[src/rtl/fixed_point_arith_pkg.sv]
// ---------------------------------------------------------------------------
// fixed_point_arith_pkg
// Shared definitions for the block-serial arithmetic units.
//   sub_state_e     : control states of the block-serial subtractor
//   block_split_ok  : true when an N-bit datapath splits evenly into W-bit
//                     blocks with W >= 1 (used as an elaboration guard)
// ---------------------------------------------------------------------------
package fixed_point_arith_pkg;

    typedef enum logic [1:0] {
        ST_IDLE = 2'd0,
        ST_RUN  = 2'd1,
        ST_DONE = 2'd2
    } sub_state_e;

    function automatic bit block_split_ok(input int n, input int w);
        if (w < 1) begin
            return 1'b0;
        end
        return (n % w) == 0;
    endfunction

endpackage : fixed_point_arith_pkg

[src/rtl/borrow_lookahead_sub_block.sv]
// ---------------------------------------------------------------------------
// borrow_lookahead_sub_block
// Purely combinational W-bit subtractor slice: d = a - b - bin, with the
// borrow into every bit position formed by lookahead rather than rippled.
// Ports:
//   a    [W-1:0] in  : minuend slice
//   b    [W-1:0] in  : subtrahend slice
//   bin          in  : borrow into bit 0
//   d    [W-1:0] out : difference slice
//   bout         out : borrow out of bit W-1
// ---------------------------------------------------------------------------
module borrow_lookahead_sub_block #(
    parameter int W = 8
) (
    input  logic [W-1:0] a,
    input  logic [W-1:0] b,
    input  logic         bin,
    output logic [W-1:0] d,
    output logic         bout
);

    // A bit generates a borrow when it subtracts 1 from 0, and passes an
    // incoming borrow through when both operand bits are equal.
    logic [W-1:0] gen_bits;
    logic [W-1:0] prop_bits;
    logic [W:0]   borrow;

    assign gen_bits  = ~a & b;
    assign prop_bits = ~(a ^ b);
    assign borrow[0] = bin;

    // Each borrow[gi+1] is the flat sum of products
    //   g[gi] | p[gi]g[gi-1] | ... | p[gi..1]g[0] | p[gi..0]bin
    // so no borrow depends on another computed borrow.
    genvar gi;
    generate
        for (gi = 0; gi < W; gi++) begin : g_borrow
            always_comb begin
                logic acc;
                logic prod;
                acc = bin & (&prop_bits[gi:0]);
                for (int j = 0; j <= gi; j++) begin
                    prod = gen_bits[j];
                    for (int k = j + 1; k <= gi; k++) begin
                        prod = prod & prop_bits[k];
                    end
                    acc = acc | prod;
                end
                borrow[gi+1] = acc;
            end

            assign d[gi] = a[gi] ^ b[gi] ^ borrow[gi];
        end
    endgenerate

    assign bout = borrow[W];

endmodule : borrow_lookahead_sub_block

[src/rtl/seq_block_borrow_lookahead_sub.sv]
// ---------------------------------------------------------------------------
// seq_block_borrow_lookahead_sub
// Block-serial N-bit subtractor: d = a - b - bi, processed W bits per clock
// through a single shared lookahead slice. Result after N/W RUN cycles.
// Ports:
//   clk        in  : clock, all state on rising edge
//   rst_n      in  : synchronous active-low reset
//   in_valid   in  : operands valid
//   in_ready   out : accepting operands (IDLE only)
//   a, b [N-1:0] in: minuend, subtrahend
//   bi         in  : borrow in
//   out_valid  out : result valid (DONE only)
//   out_ready  in  : consumer accepts result
//   d [N-1:0]  out : difference modulo 2^N
//   bo         out : unsigned borrow out (a < b + bi)
//   ov         out : signed two's-complement overflow
// ---------------------------------------------------------------------------
module seq_block_borrow_lookahead_sub
    import fixed_point_arith_pkg::*;
#(
    parameter int N = 32,
    parameter int W = 8
) (
    input  logic         clk,
    input  logic         rst_n,
    input  logic         in_valid,
    output logic         in_ready,
    input  logic [N-1:0] a,
    input  logic [N-1:0] b,
    input  logic         bi,
    output logic         out_valid,
    input  logic         out_ready,
    output logic [N-1:0] d,
    output logic         bo,
    output logic         ov
);

    localparam int NB = (W >= 1) ? (N / W) : 1;
    localparam int CW = (NB > 1) ? $clog2(NB) : 1;
    localparam logic [CW-1:0] LAST_BLK = CW'(NB - 1);

    generate
        if (!block_split_ok(N, W)) begin : g_bad_split
            $error("seq_block_borrow_lookahead_sub: N must be a multiple of W and W >= 1");
        end
    endgenerate

    sub_state_e    state_reg,  state_next;
    logic [N-1:0]  a_reg,      a_next;
    logic [N-1:0]  b_reg,      b_next;
    logic [CW-1:0] cnt_reg,    cnt_next;
    logic          borrow_reg, borrow_next;
    logic [N-1:0]  d_reg,      d_next;
    logic          bo_reg,     bo_next;
    logic          ov_reg,     ov_next;

    // Present the current block of each registered operand to the shared slice.
    logic [W-1:0] a_blks [NB];
    logic [W-1:0] b_blks [NB];
    logic [W-1:0] blk_a;
    logic [W-1:0] blk_b;
    logic [W-1:0] blk_d;
    logic         blk_bout;

    genvar gi;
    generate
        for (gi = 0; gi < NB; gi++) begin : g_blocks
            assign a_blks[gi] = a_reg[gi*W +: W];
            assign b_blks[gi] = b_reg[gi*W +: W];
            // Only the slice addressed by the counter changes during RUN;
            // every other slice keeps its previous value.
            assign d_next[gi*W +: W] =
                (state_reg == ST_RUN && cnt_reg == CW'(gi)) ? blk_d : d_reg[gi*W +: W];
        end
    endgenerate

    assign blk_a = a_blks[cnt_reg];
    assign blk_b = b_blks[cnt_reg];

    borrow_lookahead_sub_block #(
        .W (W)
    ) u_slice (
        .a    (blk_a),
        .b    (blk_b),
        .bin  (borrow_reg),
        .d    (blk_d),
        .bout (blk_bout)
    );

    always_ff @(posedge clk) begin
        if (!rst_n) begin
            state_reg  <= ST_IDLE;
            a_reg      <= '0;
            b_reg      <= '0;
            cnt_reg    <= '0;
            borrow_reg <= 1'b0;
            d_reg      <= '0;
            bo_reg     <= 1'b0;
            ov_reg     <= 1'b0;
        end else begin
            state_reg  <= state_next;
            a_reg      <= a_next;
            b_reg      <= b_next;
            cnt_reg    <= cnt_next;
            borrow_reg <= borrow_next;
            d_reg      <= d_next;
            bo_reg     <= bo_next;
            ov_reg     <= ov_next;
        end
    end

    always_comb begin
        state_next  = state_reg;
        a_next      = a_reg;
        b_next      = b_reg;
        cnt_next    = cnt_reg;
        borrow_next = borrow_reg;
        bo_next     = bo_reg;
        ov_next     = ov_reg;
        in_ready    = 1'b0;
        out_valid   = 1'b0;

        unique case (state_reg)
            ST_IDLE: begin
                in_ready = 1'b1;
                if (in_valid) begin
                    a_next      = a;
                    b_next      = b;
                    borrow_next = bi;
                    cnt_next    = '0;
                    state_next  = ST_RUN;
                end
            end
            ST_RUN: begin
                borrow_next = blk_bout;
                cnt_next    = cnt_reg + 1'b1;
                if (cnt_reg == LAST_BLK) begin
                    bo_next    = blk_bout;
                    // Overflow needs the final sign bit, taken from the
                    // difference as it is being completed this cycle.
                    ov_next    = (a_reg[N-1] != b_reg[N-1]) & (d_next[N-1] != a_reg[N-1]);
                    cnt_next   = '0;
                    state_next = ST_DONE;
                end
            end
            ST_DONE: begin
                out_valid = 1'b1;
                if (out_ready) begin
                    state_next = ST_IDLE;
                end
            end
            default: begin
                state_next = ST_IDLE;
            end
        endcase
    end

    assign d  = d_reg;
    assign bo = bo_reg;
    assign ov = ov_reg;

endmodule : seq_block_borrow_lookahead_sub

[config.mk]
export PLATFORM = sky130hd
export DESIGN_NAME = seq_block_borrow_lookahead_sub
export DESIGN_NICKNAME = d
export VERILOG_FILES = /design/src/rtl/fixed_point_arith_pkg.sv /design/src/rtl/borrow_lookahead_sub_block.sv /design/src/rtl/seq_block_borrow_lookahead_sub.sv
export SDC_FILE = /design/constraint.sdc
export NUM_CORES = 1
export LEC_CHECK = 0
export ABC_AREA = 1
export CAP_MARGIN = 20
export CELL_PAD_IN_SITES_DETAIL_PLACEMENT = 0
export CELL_PAD_IN_SITES_GLOBAL_PLACEMENT = 2
export CORE_MARGIN = 5
export CORE_UTILIZATION = 25
export CTS_CLUSTER_DIAMETER = 120
export CTS_CLUSTER_SIZE = 12
export DETAILED_ROUTE_END_ITERATION = 10
export GPL_ROUTABILITY_DRIVEN = 0
export HOLD_SLACK_MARGIN = 0.08
export PLACE_DENSITY_LB_ADDON = 0.1
export SLEW_MARGIN = 20
export SYNTH_ARGS = -nofsm -noshare
export SYNTH_HDL_FRONTEND = slang
export SYNTH_SLANG_ARGS = --single-unit
[constraint.sdc]
create_clock -name clk -period 2.35 [get_ports clk]
set_clock_uncertainty 0.05 [all_clocks]
set_input_delay 0.235 -clock clk [delete_from_list [all_inputs] [get_ports clk]]
set_output_delay 0.235 -clock clk [all_outputs]
set_load 0.05 [all_outputs]
# Yosys cells after proc, flatten, opt, wreduce, memory -nomap -nowiden
# Cells that the tools add are included.
[totals]
regBits = 103
inputBits = 69
output_inout_bits = 36
elab_cells = 154
[classes]
addsub = 1
order_cmp = 1
n_eq_ne = 10
muxes = 18
bitwise = 94
n_reduce_logical = 18
[op_table]
columns = ["cell", "count"]
rows = [
  ["$mux 8", 5],
  ["$and 1x1->1", 37],
  ["$or 1x1->1", 36],
  ["$bmux 8 s2", 2],
  ["$not 8->8", 2],
  ["$xor 1x1->1", 16],
  ["$mux 2", 5],
  ["$and 8x8->8", 1],
  ["$reduce_and 2->1", 4],
  ["$reduce_and 8->1", 1],
  ["$xor 8x8->8", 1],
  ["$reduce_and 7->1", 1],
  ["$eq 2x2->1 const B", 3],
  ["$pmux 2 s3", 1],
  ["$reduce_and 3->1", 2],
  ["$reduce_and 6->1", 1],
  ["$reduce_and 5->1", 1],
  ["$eq 2x1->1 const B", 2],
  ["$logic_and 1x1->1", 4],
  ["$logic_not 2->1", 2],
  ["$ne 2x2->1 const B", 2],
  ["$pmux 2 s2", 1],
  ["$reduce_and 4->1", 1],
  ["$ge 3x3->1 const B", 1],
  ["other kinds (7)", 10],
]

# Logic depth before layout (Yosys ltp)
[depth]
depth_word = 23
mapped_depth = 21
depth_no_buf = 19

# Cells and area by module
# From an unflattened synthesis, not the netlist that was laid out.
[hier_totals]
hier_cells = 629
hier_area_um2 = 4594.4
[by_module_without_submodules]
columns = ["module", "n_inst", "cells_each", "area_each_um2", "seq_area_each_um2"]
rows = [
  ["seq_block_borrow_lookahead_sub", 1, 557, 4157.7, 2062.0],
  ["borrow_lookahead_sub_block", 1, 72, 436.7, 0.0],
]

# Worst setup path before layout
# Ideal clock, no wire load.
[synth_path]
kind = "reg2reg"
from = "register cnt_reg[0]"
to = "register ov_reg, in the netlist ov"
t_arrival_ns = 2.283
required_time_ns = 2.169
slack_ns = -0.114
stages_incl_launch_ff = 20
path_buffers = 2
period_less_slack_ns = 2.464
path_cell_list = "dfxtp_1 > clkbuf_1 > clkinv_1 > clkbuf_1 > nor2_1 > o22ai_1 > ha_1 > nand2_1 > nand2_1 > nand3_2 > nand2_2 > nand2_2 > nand2_2 > nand2_2 > nand3_1 > nand3_2 > nand2_2 > nand2_1 > nand2_1 > a21oi_2"
[synth_between]
elab_chain_len = 23
elab_cells_between_ends = 49
[synth_rtl]
columns = ["element", "line", "source"]
rows = [
  ["from (decl)", "seq_block_borrow_lookahead_sub.sv:51", "logic [CW-1:0] cnt_reg, cnt_next;"],
  ["from (signal assigned)", "seq_block_borrow_lookahead_sub.sv:104", "cnt_reg <= cnt_next;"],
  ["$not 2->3 (not written as such)", "seq_block_borrow_lookahead_sub.sv:77, seq_block_borrow_lookahead_sub.sv:78", ""],
  ["$bmux 8 s2, on equally long branches", "seq_block_borrow_lookahead_sub.sv:77, seq_block_borrow_lookahead_sub.sv:78", ""],
  ["$mux 8, on equally long branches (2 in a row)", "seq_block_borrow_lookahead_sub.sv:77, seq_block_borrow_lookahead_sub.sv:78", ""],
  ["$not 8->8 or $xor 8x8->8 (tied branches)", "borrow_lookahead_sub_block.sv:28, borrow_lookahead_sub_block.sv:29", ""],
  ["$and 8x8->8 or $not 8->8 (tied branches)", "borrow_lookahead_sub_block.sv:28, borrow_lookahead_sub_block.sv:29", ""],
  ["$and 1x1->1 (6 in a row)", "borrow_lookahead_sub_block.sv:45", "prod = prod & prop_bits[k];"],
  ["$or 1x1->1 (7 in a row)", "borrow_lookahead_sub_block.sv:47", "acc = acc | prod;"],
  ["$xor 1x1->1", "borrow_lookahead_sub_block.sv:52", "assign d[gi] = a[gi] ^ b[gi] ^ borrow[gi];"],
  ["$mux 8", "seq_block_borrow_lookahead_sub.sv:73", "(state_reg == ST_RUN && cnt_reg == CW'(gi)) ? blk_d : d_reg[gi*W +: W];"],
  ["$ne 1x1->1", "seq_block_borrow_lookahead_sub.sv:141", "ov_next = (a_reg[N-1] != b_reg[N-1]) & (d_next[N-1] != a_reg[N-1]);"],
  ["$and 1x1->1", "seq_block_borrow_lookahead_sub.sv:141", ""],
  ["to (signal assigned)", "seq_block_borrow_lookahead_sub.sv:108", "ov_reg <= ov_next;"],
  ["to (decl)", "seq_block_borrow_lookahead_sub.sv:55", "logic ov_reg, ov_next;"],
]
# Several ways; a longest one is shown, not always the timed one. The select of a mux whose other input is x is not followed.
# A chain may end at the register's enable or synchronous reset.

# Worst setup path after layout
# Ends and elaborated chain as after synthesis.

==> flow_summary.ini <==
[setup_path]
crit_type = flop to flop
r2r.worst_path.cells = 18
r2r-end = ov$_SDFFE_PN0P_
required_ns = 2.52
path_max_fanout = 6
crit_slowest_cell = dfxtp_4
worstPathArrival_ns = 2.49
end_kind = flop
path_buf_inv = 2
path_common_cell = nand2_2
rrSetupSlack_ns = 0.03
cp_top_family = simple AND/OR/NAND/NOR gates
slowest_delay_ns = 0.40
r2r-start = cnt_reg[0]$_SDFFE_PN0P_
critPathLaunchType = flop
crit_chain = inv_8, buf_8, nand2_2, a32o_2, ha_4, nand2_2, nand2_2, nand3_2, nand2_2, nand2_2, nand2_4, nand2_4, nand3_4, nand3_4, nand2_2, nand2_1, nand2_1, a21oi_2

[global_route]
grt_max_degree = 53
grt_pass1_wl_um = 22270
grt_pass1_vias = 4198
grt_overflow = 0
antenna_found_initial = 0
grt_usage_pct = 13.77

[drt]
vias = 4300
drt-initial-drc-count = 190
wire_per_inst_um = 14.89
drc = 0
drtPass1Iterations = 4
ant_nets = 0
viasPerCell = 4.433
wirelength_um = 14440

[placed_design]
place_area_um2 = 5923
numPortBuffers = 104
dp_hpwl_um = 10720
place_ws_ns = -0.1629

[layout]
syn_to_final_growth_pct = 49.00
nFillCells = 1859
finalInstanceArea_um2 = 6711
drive_above_1_share_pct = 16.46
diodes = 0
num-nets-final = 818

[synthesis]
yosysSeqAreaShare_pct = 45.78
synth_edf_count = 0
synth_top_area_cell = dfxtp_1
synth_area_leaders = dfxtp_1 46%, nor2_1 12%, o21ai_0 12%
yosysUniqueCellTypes = 30
yosysWarnings = 0
synth_ff_type = dfxtp_1
syn_area_per_cell_um2 = 7.348
yosys_register_bits = 103
async_reset_ff_share_pct = 0
synth_area_um2 = 4504
synth_top_area_share_pct = 45.78
syn_inst = 613
synth_nets = 695

[worst_hold_path]
min_path_type = input port to flop
min_to = d[31]$_SDFF_PN0_
hp-start = rst_n
hold_depth = 3

[clocking]
cts-root-buf = clkbuf_16
cts.path.max_buffers = 2
cts_tree = yes
cts_max_level = 3
numCtsBuffers = 9
hold_buffers = 0
clk_pin_slew_worst_paths_ns = 0.07
clkLatencyLatePin_ns = 0.35
cts_num_sinks = 103

[run_status]
outcome = completed

[sta]
period_minus_slack_ns = 2.322
worst_slew_pin_slew_ns = 0.5054
max_freq_mhz = 430.7
grt_setup_unrepaired = yes
period_share_pct = 98.79
relSlewSlack_pct = 66.20
setup_slack_ns = 0.02846
drv_slew = 0
setup_viol = 0
finalHoldViolations = 0

[flow_run]
maxCapViolCount = 0

[floorplanning]
dieHeight_um = 144.2
fp.coreArea_um2 = 17840
rows = 49
die_x_um = 144.2
fp.dieArea_um2 = 20800
initial_utilization_pct = 25.25
ios = 105

[pwr]
power_leakage_nw = 2.810
p_per_area_nw_per_um2 = 749.7
ir_drop_mv = 0.3706
==> worst max-delay path by stage <==
stage                            startpoint                  to  slack, ns  cells after the start
floorplan           cnt_reg[0]$_SDFFE_PN0P_     ov$_SDFFE_PN0P_       0.02                     19
global placement    cnt_reg[0]$_SDFFE_PN0P_  d[13]$_SDFFE_PN0P_      -0.05                     12
detailed placement  cnt_reg[0]$_SDFFE_PN0P_  d[21]$_SDFFE_PN0P_      -0.16                     12
CTS                 cnt_reg[0]$_SDFFE_PN0P_     ov$_SDFFE_PN0P_     0.0003                     17
global route        cnt_reg[0]$_SDFFE_PN0P_     ov$_SDFFE_PN0P_      -0.09                     19
finish              cnt_reg[0]$_SDFFE_PN0P_     ov$_SDFFE_PN0P_       0.03                     18
==> synth_stat cells (4+ instances only) <==
library cell / number
inv_1: 54
nand2_2: 12
o21bai_1: 12
nand3_1: 7
xnor2_1: 4
clkbuf_1: 23
o22ai_1: 8
dfxtp_1: 103
a32o_1: 6
ha_1: 12
o21ai_0: 107
a21oi_1: 37
buf_2: 11
nor2_1: 148
nand2_1: 48
==> kinds of logic (layout without fill, tap and decap cells) <==
family | Yosys count | count (layout) | synth area share (%)
AND/OR/NAND/NOR | 220 | 220 | 19.61
AO/OA/AOI/OAI | 177 | 177 | 21.47
flip-flops | 103 | 103 | 45.78
buffers and inverters | 95 | 223 | 8.388
adder cells (fa/ha/maj) | 13 | 13 | 3.778
XOR/XNOR | 5 | 5 | 0.9722
==> worst min-delay path, stage by stage <==
cell and delay, ns:
buf_2 0.11, inv_2 0.18, nor2_1 0.14
==> layout by cell type (no fill, tap or decap), types with 4 or more instances in the layout <==
master           netlist  final
a21oi_1               37     33
a21oi_2                1      5
buf_12                 0      5
buf_4                  2     33
clkbuf_16              0     13
clkdlybuf4s50_1        0    103
dfxtp_1              103    102
ha_1                  12      7
ha_4                   0      5
inv_1                 54     52
inv_2                  3      5
nand2_1               48     43
nand2_2               12     13
nand2_4                0      4
nand3_1                7      6
nor2_1               148    144
nor2_2                 1      4
o21ai_0              107     94
o21ai_1                3     10
o21ai_2                0      5
o21bai_1              12     12
o22ai_2                0      4
==> cell type report <==
class	instances	area, µm²	area share (%)
Clock buffer	11	242.7	3.617
Clock inverter	5	57.56	0.8576
Inverter	58	225.2	3.356
Multi-Input combinational cell	415	2305	34.34
Sequential cell	103	2066	30.78
Tap cell	229	286.5	4.269
Timing Repair Buffer	149	1529	22.78
==> power breakdown <==
group / switching, mW / total (mW) / internal [mW]
Sequential: 0.0981 / 1.97 / 1.88
Combinational: 0.837 / 1.55 / 0.711
Clock: 0.656 / 1.51 / 0.854
==> per-stage QoR <==
step	power [mW]	std cells	utilization, %	hold slack [ns]	TNS, ns
after floorplan	2.704	613	-	0.3332	0
after global placement	3.245	936	33.20	0.4189	-0.2519
after detailed placement	3.256	936	33.20	0.4125	-1.229
after CTS	4.843	953	35.11	0.3209	0
after global routing	5.344	970	37.62	0.3713	-0.4707
final	5.032	970	37.62	0.3216	0
==> routing by layer <==
metal / vias up / global-route usage (%) / routed length [µm]
li1: 2234 / - / -
met1: 1983 / 18.23 / 6837
met2: 74 / 22.83 / 6808
met3: 9 / 3.638 / 656
met4: 0 / 2.700 / 138
met5: - / 0 / 0
==> repair_timing <==
item | in CTS | in global routing
hold endpoints to repair | 0 | 0
setup endpoints to repair | 16 | 18
cloned | 0 | 4
resized for setup | 8 | 62
pin swaps | 1 | 20
setup buffers | 1 | 13
Note: power is estimated with default switching activity, not from simulation.
